<file path="src/rtl/axis_master_pipe.sv">
// Two-entry AXI-Stream register slice: head register drives the outputs, skid
// register absorbs the one beat in flight when the sink stalls.
module axis_master_pipe #(
    parameter int DSIZE = 32,
    parameter int KSIZE = DSIZE / 8,
    parameter int USIZE = 1
) (
    input  logic             clock,
    input  logic             rst_n,
    input  logic [DSIZE-1:0] in_tdata,
    input  logic             in_tvalid,
    output logic             in_tready,
    input  logic             in_tlast,
    input  logic [KSIZE-1:0] in_tkeep,
    input  logic [USIZE-1:0] in_tuser,
    output logic [DSIZE-1:0] out_tdata,
    output logic             out_tvalid,
    input  logic             out_tready,
    output logic             out_tlast,
    output logic [KSIZE-1:0] out_tkeep,
    output logic [USIZE-1:0] out_tuser,
    output logic [1:0]       occupancy
);

    if (KSIZE != DSIZE / 8) begin : g_bad_ksize
        $error("axis_master_pipe: KSIZE (%0d) must equal DSIZE/8 (%0d)", KSIZE, DSIZE / 8);
    end

    typedef struct packed {
        logic [DSIZE-1:0] tdata;
        logic             tlast;
        logic [KSIZE-1:0] tkeep;
        logic [USIZE-1:0] tuser;
    } beat_t;

    typedef enum logic [1:0] {
        EMPTY = 2'd0,
        ONE   = 2'd1,
        FULL  = 2'd2
    } state_t;

    localparam beat_t IDLE = beat_t'({{DSIZE{1'b0}}, 1'b0, {KSIZE{1'b1}}, {USIZE{1'b0}}});

    state_t state;
    beat_t  head;
    beat_t  skid;
    beat_t  in_beat;
    logic   in_fire;
    logic   out_fire;

    assign in_beat  = '{tdata: in_tdata, tlast: in_tlast, tkeep: in_tkeep, tuser: in_tuser};
    assign in_fire  = in_tvalid & in_tready;
    assign out_fire = out_tvalid & out_tready;

    // in_tready, out_tvalid and occupancy are flops updated alongside the
    // state so no input ever reaches an output combinationally.
    always_ff @(posedge clock or negedge rst_n) begin
        if (!rst_n) begin
            state      <= EMPTY;
            head       <= IDLE;
            skid       <= IDLE;
            out_tvalid <= 1'b0;
            in_tready  <= 1'b1;
            occupancy  <= 2'd0;
        end else begin
            case (state)
                EMPTY: begin
                    if (in_fire) begin
                        head       <= in_beat;
                        state      <= ONE;
                        out_tvalid <= 1'b1;
                        occupancy  <= 2'd1;
                    end
                end
                ONE: begin
                    if (in_fire && !out_fire) begin
                        skid      <= in_beat;
                        state     <= FULL;
                        in_tready <= 1'b0;
                        occupancy <= 2'd2;
                    end else if (out_fire && !in_fire) begin
                        head       <= IDLE;
                        state      <= EMPTY;
                        out_tvalid <= 1'b0;
                        occupancy  <= 2'd0;
                    end else if (in_fire && out_fire) begin
                        head <= in_beat;
                    end
                end
                FULL: begin
                    if (out_fire) begin
                        head      <= skid;
                        state     <= ONE;
                        in_tready <= 1'b1;
                        occupancy <= 2'd1;
                    end
                end
                default: begin
                    state      <= EMPTY;
                    head       <= IDLE;
                    skid       <= IDLE;
                    out_tvalid <= 1'b0;
                    in_tready  <= 1'b1;
                    occupancy  <= 2'd0;
                end
            endcase
        end
    end

    assign out_tdata = head.tdata;
    assign out_tlast = head.tlast;
    assign out_tkeep = head.tkeep;
    assign out_tuser = head.tuser;

endmodule

</file>
<file path="config.mk">
export PLATFORM = sky130hd
export DESIGN_NAME = axis_master_pipe
export DESIGN_NICKNAME = d
export VERILOG_FILES = /design/src/rtl/axis_master_pipe.sv
export SDC_FILE = /design/constraint.sdc
export NUM_CORES = 1
export LEC_CHECK = 0
export BUFFER_PORTS_ARGS = -buffer_cell sky130_fd_sc_hd__buf_2
export CAP_MARGIN = 20
export CORE_MARGIN = 8
export CORE_UTILIZATION = 55
export CTS_BUF_LIST = sky130_fd_sc_hd__clkbuf_16
export CTS_CLUSTER_DIAMETER = 150
export CTS_CLUSTER_SIZE = 10
export DETAILED_ROUTE_END_ITERATION = 8
export GPL_ROUTABILITY_DRIVEN = 0
export PLACE_DENSITY = 0.8
export RECOVER_POWER = 25
export SYNTH_ARGS = -nofsm -noshare
export SYNTH_HDL_FRONTEND = slang
export SYNTH_SLANG_ARGS = --single-unit
</file>
<file path="constraint.sdc">
create_clock -name clock -period 4.2 [get_ports clock]
set_input_delay 0.63 -clock clock [delete_from_list [all_inputs] [get_ports clock]]
set_output_delay 0.63 -clock clock [all_outputs]
set_load 0.02 [all_outputs]
</file>
Yosys cells after proc, flatten, opt, wreduce, memory -nomap -nowiden
Index checks and enable logic that the tools add are counted.

cells by class
  equal/unequal tests = 9
  muxes and demuxes = 20
  reductions and logical operators = 12
  bitwise logic cells = 5

operators with widths
  kind                                                              number
  38-bit two-way mux                                                6
  38-bit one-hot mux with 3 select lines                            1
  38-bit one-hot mux with 2 select lines                            1
  2-bit inequality test (second input constant)                     5
  2-bit two-way mux                                                 4
  4-bit AND reduction                                               2
  3-bit inequality test (second input constant)                     2
  1-bit one-hot mux with 3 select lines                             2
  2-bit one-hot mux with 3 select lines                             1
  3-bit AND reduction                                               2
  1-bit two-way mux                                                 5
  1-bit logical AND                                                 3
  1-bit inverter                                                    3
  1-bit AND                                                         2
  2-bit by 1-bit == test with 1-bit output (second input constant)  1
  2-bit == test (second input constant)                             1
  1-bit zero test                                                   2
  2-bit zero test                                                   1
  2-bit AND reduction                                               1
  2-bit OR reduction                                                1

storage, ports and cells
  output and inout bits = 42
  register bits after elaboration = 80
  bits of input ports = 42
  word-level logic and storage cells = 57

Longest topological paths before layout
Gate-level depths: netlist of the first run.

  word-level depth = 6
  mapped depth = 8
  depth with buffers taken out = 7

Worst setup path after synthesis of the first run
OpenSTA, ideal clock, no wires.

  path kind = input port to flip-flop
  start = input port in_tvalid
  end = register head (netlist bit out_tdata[10])
  arrival time = 1975 ps
  required time = 4075 ps
  library setup time = 125 ps
  slack = 2100 ps
  path buffers = 2
  cell stages on the path = 8
  cell sequence = nand2_1 -> inv_1 -> ha_1 -> o21ai_1 -> a221o_1 -> buf_6 -> buf_12 -> mux2_4

between the ends
  word-level cells in the longest chain between the ends = 6
  elaborated cells on any way between the ends = 12
  those cells by class = eq/ne: 3; mux: 3; bitwise: 1; reduce/logical: 5

RTL lines
  item                                    RTL line  RTL
  start: declaration                      11        input logic in_tvalid,
  1-bit AND (*)                           52        assign in_fire = in_tvalid & in_tready;
  1-bit zero test                         81        end else if (out_fire && !in_fire) begin
  1-bit logical AND                       81
  38-bit two-way mux                      81
  38-bit two-way mux                      76        if (in_fire && !out_fire) begin
  38-bit one-hot mux with 3 select lines  66        case (state)
  end signal: assignment                  69        head <= in_beat;
  end signal: assignment                  87        head <= in_beat;
  end signal: assignment                  92        head <= skid;
  end: declaration                        45        beat_t head;

Mark *: on every way between the ends. The rest lies on a longest branch, timed or not. The select of a mux whose other input is x is not followed.
A chain may end at the register's enable or synchronous reset.

Final worst setup path of the first run
  start = register state[0]
  end = register skid[35] (netlist bit)

between the ends
  word-level cells in the longest chain between the ends = 4
  elaborated cells on any way between the ends = 8
  those cells by class = eq/ne: 3; mux: 1; bitwise: 1; reduce/logical: 3

RTL lines
  item                                              RTL line  RTL
  start: declaration                                44        state_t state;
  start signal: assignment                          59        state <= EMPTY;
  start signal: assignment                          70        state <= ONE;
  start signal: assignment                          78        state <= FULL;
  2-bit == test or 2-bit zero test (tied branches)  66
  2-bit OR reduction (no source line)               -
  1-bit inverter (no source line)                   -
  2-bit AND reduction (no source line)              -
  end signal: assignment                            77        skid <= in_beat;
  end: declaration                                  46        beat_t skid;

Parallel ways exist; a longest one is shown, timed or not.

==> impl_metrics.toml, run 1 <==
[die]
die-area_um2 = 10000
row_count = 30
start_util = 0.571
die_w_um = 100
core_area_um2 = 6830
io_pins = 84
die_y_um = 100

[grt]
antenna_found_initial = 1
overflow = 0
grt_pass1_wl_mm = 14.7
first_global_vias = 2911
track_usage = 0.183
grt_max_degree = 81

[detailed_routing]
drc = 0
ant_nets = 0
routed-via-count = 2830
first_iter_violations = 169
viasPerCell = 5.71
detailedRoute.firstPassIterationCount = 4
routedWlPerCell_um = 17.9
wl_mm = 8.87

[yosys]
synth-edff-count = 0
yosysSeqAreaShare = 0.516
syn-num-nets = 365
synth_cell_types = 31
ys.warnings.count = 0
synth_ff_type = "dfrtp_1"
async_flop_share = 1.00
syn_inst = 320
avgSynthCellArea_um2 = 12.2
ys_ff_latch = 80
syn-cell-area_um2 = 3900

[place]
pre_cts_slack_ns = 1.38
hpwl_mm = 5.93
portBuffers = 83

[cts]
cts_tree = "done"
clock_sinks = 80
clockRootBuffer = "clkbuf_16"
ctsLongestPathBuffers = 2
post_cts_resized = 0
htreeDepth = 3
hold_buffers = 0
clk_latency_ns = 0.32
cts_setup_buffers = 0
cts_buffers = 9
clk_pin_slew_ns = 0.06

[setup_path]
crit_arrival_ns = 2.89
crit_path_start_kind = "register"
cp_common_cell = "buf_4"
path_cells = "buf_4, nor2b_1, and2_1, buf_4, a22o_1"
cp-end-kind = "register"
crit_path_max_incr_delay_ns = 0.78
r2r_cells = 5
worst-path-stages = 5
worstPathMaxFanout = 26
cp.buffers_inverters = 2
crit_family = "simple AND/OR/NAND/NOR gates"
rrSetupSlack_ns = 1.57
reg2reg_to = "skid[35]$_DFFE_PN0P_"
slowest_stage = "dfrtp_1"
critPathKind = "reg -> reg"
r2r-start = "state[0]$_DFFE_PN0P_"
worstPathRequired_ns = 4.46

[sta]
fmax_mhz = 380
fin_crit_sh = 0.626
slew_headroom = -0.152
fin_skew_ns = 0.00553
setup_viol = 0
fin_tns_setup_ns = 0
worst_slew_pin_slew_ns = 1.73
rsz0062_at_grt = "no"
finalHoldViolations = 0
setup_slack_ns = 1.57
period_minus_slack_ns = 2.63
drv_slew = 74

[power_and_ir_drop]
p_total_mw = 3.78
p_leak_nw = 2.14
powerDensity_nw_per_um2 = 817
peakVddDrop_v = 0.000362

[layout]
post-route-util = 0.677
n_antenna_cell = 0
fillers = 544
final_common_cell = "buf_2"
num-nets-final = 441
layout_common_cells = "buf_2 (82), dfrtp_1 (70), nand2_1 (37)"
drive_gt1_frac = 0.395
area.growth.synth_to_final_pct = 18.5

[outcome]
violations = "max-capacitance violations, max-slew violations"
status = "finished with violations"

[worst_hold_path]
min_path_type = "in -> async"

[flow_run]
cap_viol_max_count = 1
## layer usage
layer	wire (µm)	track usage
met5	12	0
met2	4350	0.292
met4	119	0.0791
met1	3820	0.229
met3	572	0.0443
## cell families (layout without fill, tap and decap cells)
kind of cell,count (synthesis),in the layout,synth area share
AOI/OAI and AO/OA,87,87,0.158
and+or+nand+nor,45,45,0.0455
adders and majority gates,3,3,0.00962
muxes,75,75,0.225
DFF,80,80,0.516
buffers and inverters,30,110,0.0455
## through the flow
stage                     hold slack (ns)  instance area (µm²)  std cells
final                               0.207                 4620        496
after global routing                0.228                 4620        496
after CTS                           0.483                 4620        495
after detailed placement            0.475                 4330        480
after global placement              0.468                 4330        480
after floorplan                     0.334                 3900        320
## report_power, final
group / leakage (nW) / switching [mW] / internal [mW]
sequential: 0.950 / 0.251 / 1.17
clock: 0.141 / 0.296 / 0.454
combinational: 1.05 / 0.826 / 0.778
total: 2.14 / 1.37 / 2.41
## final cells by class
type / instances / area, µm² / area share
inverters: 5 / 18.8 / 0.00406
well taps: 96 / 120 / 0.0260
multi-input cells: 210 / 1720 / 0.372
clock buffers: 9 / 225 / 0.0487
repair buffers: 90 / 464 / 0.100
clock inverters: 6 / 61.3 / 0.0133
flip-flops and latches: 80 / 2010 / 0.436
## cells in the mapped netlist (all sizes together), types with 2 or more instances
master	number	area, µm²
clkbuf	10	37.5
nand2	38	145
nor2	4	15.0
dfstp	9	236
inv	5	18.8
o22a	4	35.0
mux2i	33	330
buf	15	121
ha	3	37.5
o21ai	38	190
a21oi	2	10.0
a22o	34	298
o32a	4	40.0
mux2	42	548
dfrtp	71	1780
## how the worst max path moves through the flow
stage | from | to | slack, ns
floorplan | in_tvalid | out_tdata[10]$_DFFE_PN0P_ | 2.10
global placement | in_tvalid | out_tdata[6]$_DFFE_PN0P_ | 1.42
detailed placement | in_tvalid | out_tdata[10]$_DFFE_PN0P_ | 1.38
CTS | state[0]$_DFFE_PN0P_ | skid[0]$_DFFE_PN0P_ | 1.54
global route | state[0]$_DFFE_PN0P_ | skid[8]$_DFFE_PN0P_ | 1.35
finish | state[0]$_DFFE_PN0P_ | skid[35]$_DFFE_PN0P_ | 1.57
## sequential cells by signal, indices dropped and copies added, names as in the netlist
register	count
out_tuser	1
out_tvalid	1
state	2
in_tready	1
skid	38
out_tlast	1
out_tkeep	4
out_tdata	32
Power figures use the tool's default switching activity.
==> run 2, diff against run 1 <==
Settings changed: CORE_UTILIZATION 55 to 49, PLACE_DENSITY 0.8 to 0.76.
Clock period 4.2 ns to 2.1 ns, I/O delays scaled along.
==> impl_metrics.toml, run 2 (synthesized netlist as in run 1, its figures left out) <==
[outcome]
status = "complete, no violations"

[die]
core_area_um2 = 7730
die_y_um = 105
start_util = 0.505
io_pins = 84
die-area_um2 = 11100
row_count = 32
die_w_um = 105

[grt]
grt_pass1_wl_mm = 15.1
grtUsageMet1 = 0.211
grt_use_met3 = 0.0518
overflow = 0
top_usage_layer = "met2"
first_global_vias = 3030
antenna_found_initial = 0
use_met2 = 0.263
grt_max_degree = 54
track_usage = 0.167

[detailed_routing]
routedWlPerCell_um = 17.4
detailedRoute.firstPassIterationCount = 4
drc = 0
ant_nets = 0
viasPerCell = 5.63
first_iter_violations = 100
routed-via-count = 2877
wl_mm = 8.88

[cts]
cts_setup_buffers = 0
cts_buffers = 9
clk_latency_ns = 0.34
cts_tree = "done"
clk_pin_slew_ns = 0.06
clockRootBuffer = "clkbuf_16"
ctsLongestPathBuffers = 2
htreeDepth = 3
clock_sinks = 80

[layout]
layout_common_cells = "buf_2 (82), dfrtp_1 (70), nand2_1 (37)"
post-route-util = 0.619
num-nets-final = 449
final_common_cell = "buf_2"
n_antenna_cell = 0
drive_gt1_frac = 0.408
area.growth.synth_to_final_pct = 22.6
layout.cells.non_filler = 511
fillers = 600
top_register = "skid"
largest_register_ffs = 38

[setup_path]
cp-end-kind = "register"
worstPathRequired_ns = 2.35
worstPathMaxFanout = 13
crit_arrival_ns = 2.21
critPathKind = "reg -> reg"
crit_path_start_kind = "register"

[sta]
fmax_mhz = 512
fin_tns_setup_ns = 0
period_minus_slack_ns = 1.95
fin_skew_ns = 0.00850
setup_viol = 0
rsz0062_at_grt = "no"
finalHoldViolations = 0
drv_slew = 0
fin_crit_sh = 0.929
slew_headroom = 0.506
worst_slew_pin_slew_ns = 0.741

[power_and_ir_drop]
p_comb_frac = 0.427
p_int_mw = 5.05
p_leak_nw = 2.21
powerDensity_nw_per_um2 = 1640
p_sw_frac = 0.356
seq_power_share = 0.356
switchingPower_mw = 2.80
clockPowerShare = 0.216
peakVddDrop_v = 0.000839

[worst_hold_path]
min_path_type = "in -> reg"

[place]
hpwl_mm = 6.03
portBuffers = 83
dp.cells = 494

[flow_run]
cap_viol_max_count = 0
==> run 2: changes by cell type in the layout (fill, tap and decap cells not counted) <==
cell and delta:
o21ai_4 +1, dlygate4sd3_1 +1, inv_6 +2, bufinv_16 +1, buf_12 +3, o21ai_2 -1, clkbuf_1 -1, clkinv_2 -3
clkinv_4 +1, buf_4 +5
==> run 2: worst max-delay path: stages (launching register included) <==
cell     delay [ns]
dfstp_2        0.53
nand2_1        0.07
inv_1          0.06
ha_1           0.16
o21ai_1        0.08
a221o_2        0.42
buf_4          0.23
mux2_1         0.33
==> run 2: through the flow <==
step | worst slack (ns) | power [mW] | hold slack [ns] | area [µm²]
after detailed placement | 0.149 | 6.20 | 0.263 | 4450
after global placement | 0.200 | 6.08 | 0.256 | 4450
final | 0.148 | 7.85 | 0.227 | 4780
after global routing | 0.0818 | 8.31 | 0.218 | 4780
after floorplan | 0.0196 | 5.24 | 0.0194 | 3900
after CTS | 0.136 | 7.93 | 0.219 | 4780
==> run 2: final timing paths <==
| kind | from | end | slack, ns | depth (start not counted) |
|---|---|---|---|---|
| worst max-delay path | in_tready$_DFFE_PN1P_ | out_tkeep[2]$_DFFE_PN1P_ | 0.15 | 7 |
| max in group asynchronous | rst_n | out_tdata[3]$_DFFE_PN0P_ | 0.81 | 3 |
| worst max register to register | in_tready$_DFFE_PN1P_ | out_tkeep[2]$_DFFE_PN1P_ | 0.15 | 7 |
| worst min-delay path | in_tdata[9] | skid[15]$_DFFE_PN0P_ | 0.23 | 2 |
| worst min register to register | in_tready$_DFFE_PN1P_ | in_tready$_DFFE_PN1P_ | 0.47 | 2 |
| min in group asynchronous | rst_n | out_tdata[27]$_DFFE_PN0P_ | 0.57 | 2 |
==> run 2: cell type report <==
cell class	count	area, µm²	area share
multi-input combinational	210	1730	0.361
sequential	80	2010	0.421
clock buffer	9	225	0.0471
clock inverter	7	103	0.0215
inverter	5	18.8	0.00392
timing repair buffer	98	568	0.119
tap	102	128	0.0267
==> run 2: power groups by stage <==
stage | logic, mW | registers [mW] | clock network [mW]
5_1_grt | 3.63 | 2.89 | 1.80
3_5_place_dp | 3.40 | 2.79 | 0
4_1_cts | 3.40 | 2.80 | 1.73
2_1_floorplan | 2.04 | 3.20 | 0
6_report | 3.35 | 2.80 | 1.70
3_3_place_gp | 3.32 | 2.77 | 0
==> run 2: timing repair <==
| action | in CTS | in global routing |
|---|---|---|
| hold endpoints to repair | 18 | 0 |
| gates resized for setup | 0 | 0 |
| hold buffers | 1 | 0 |
==> run 2: routing by layer <==
metal,share of wire,vias up
li1,-,1336
met2,0.46,82
met4,0.0088,0
met1,0.47,1453
met3,0.058,6
met5,0,-
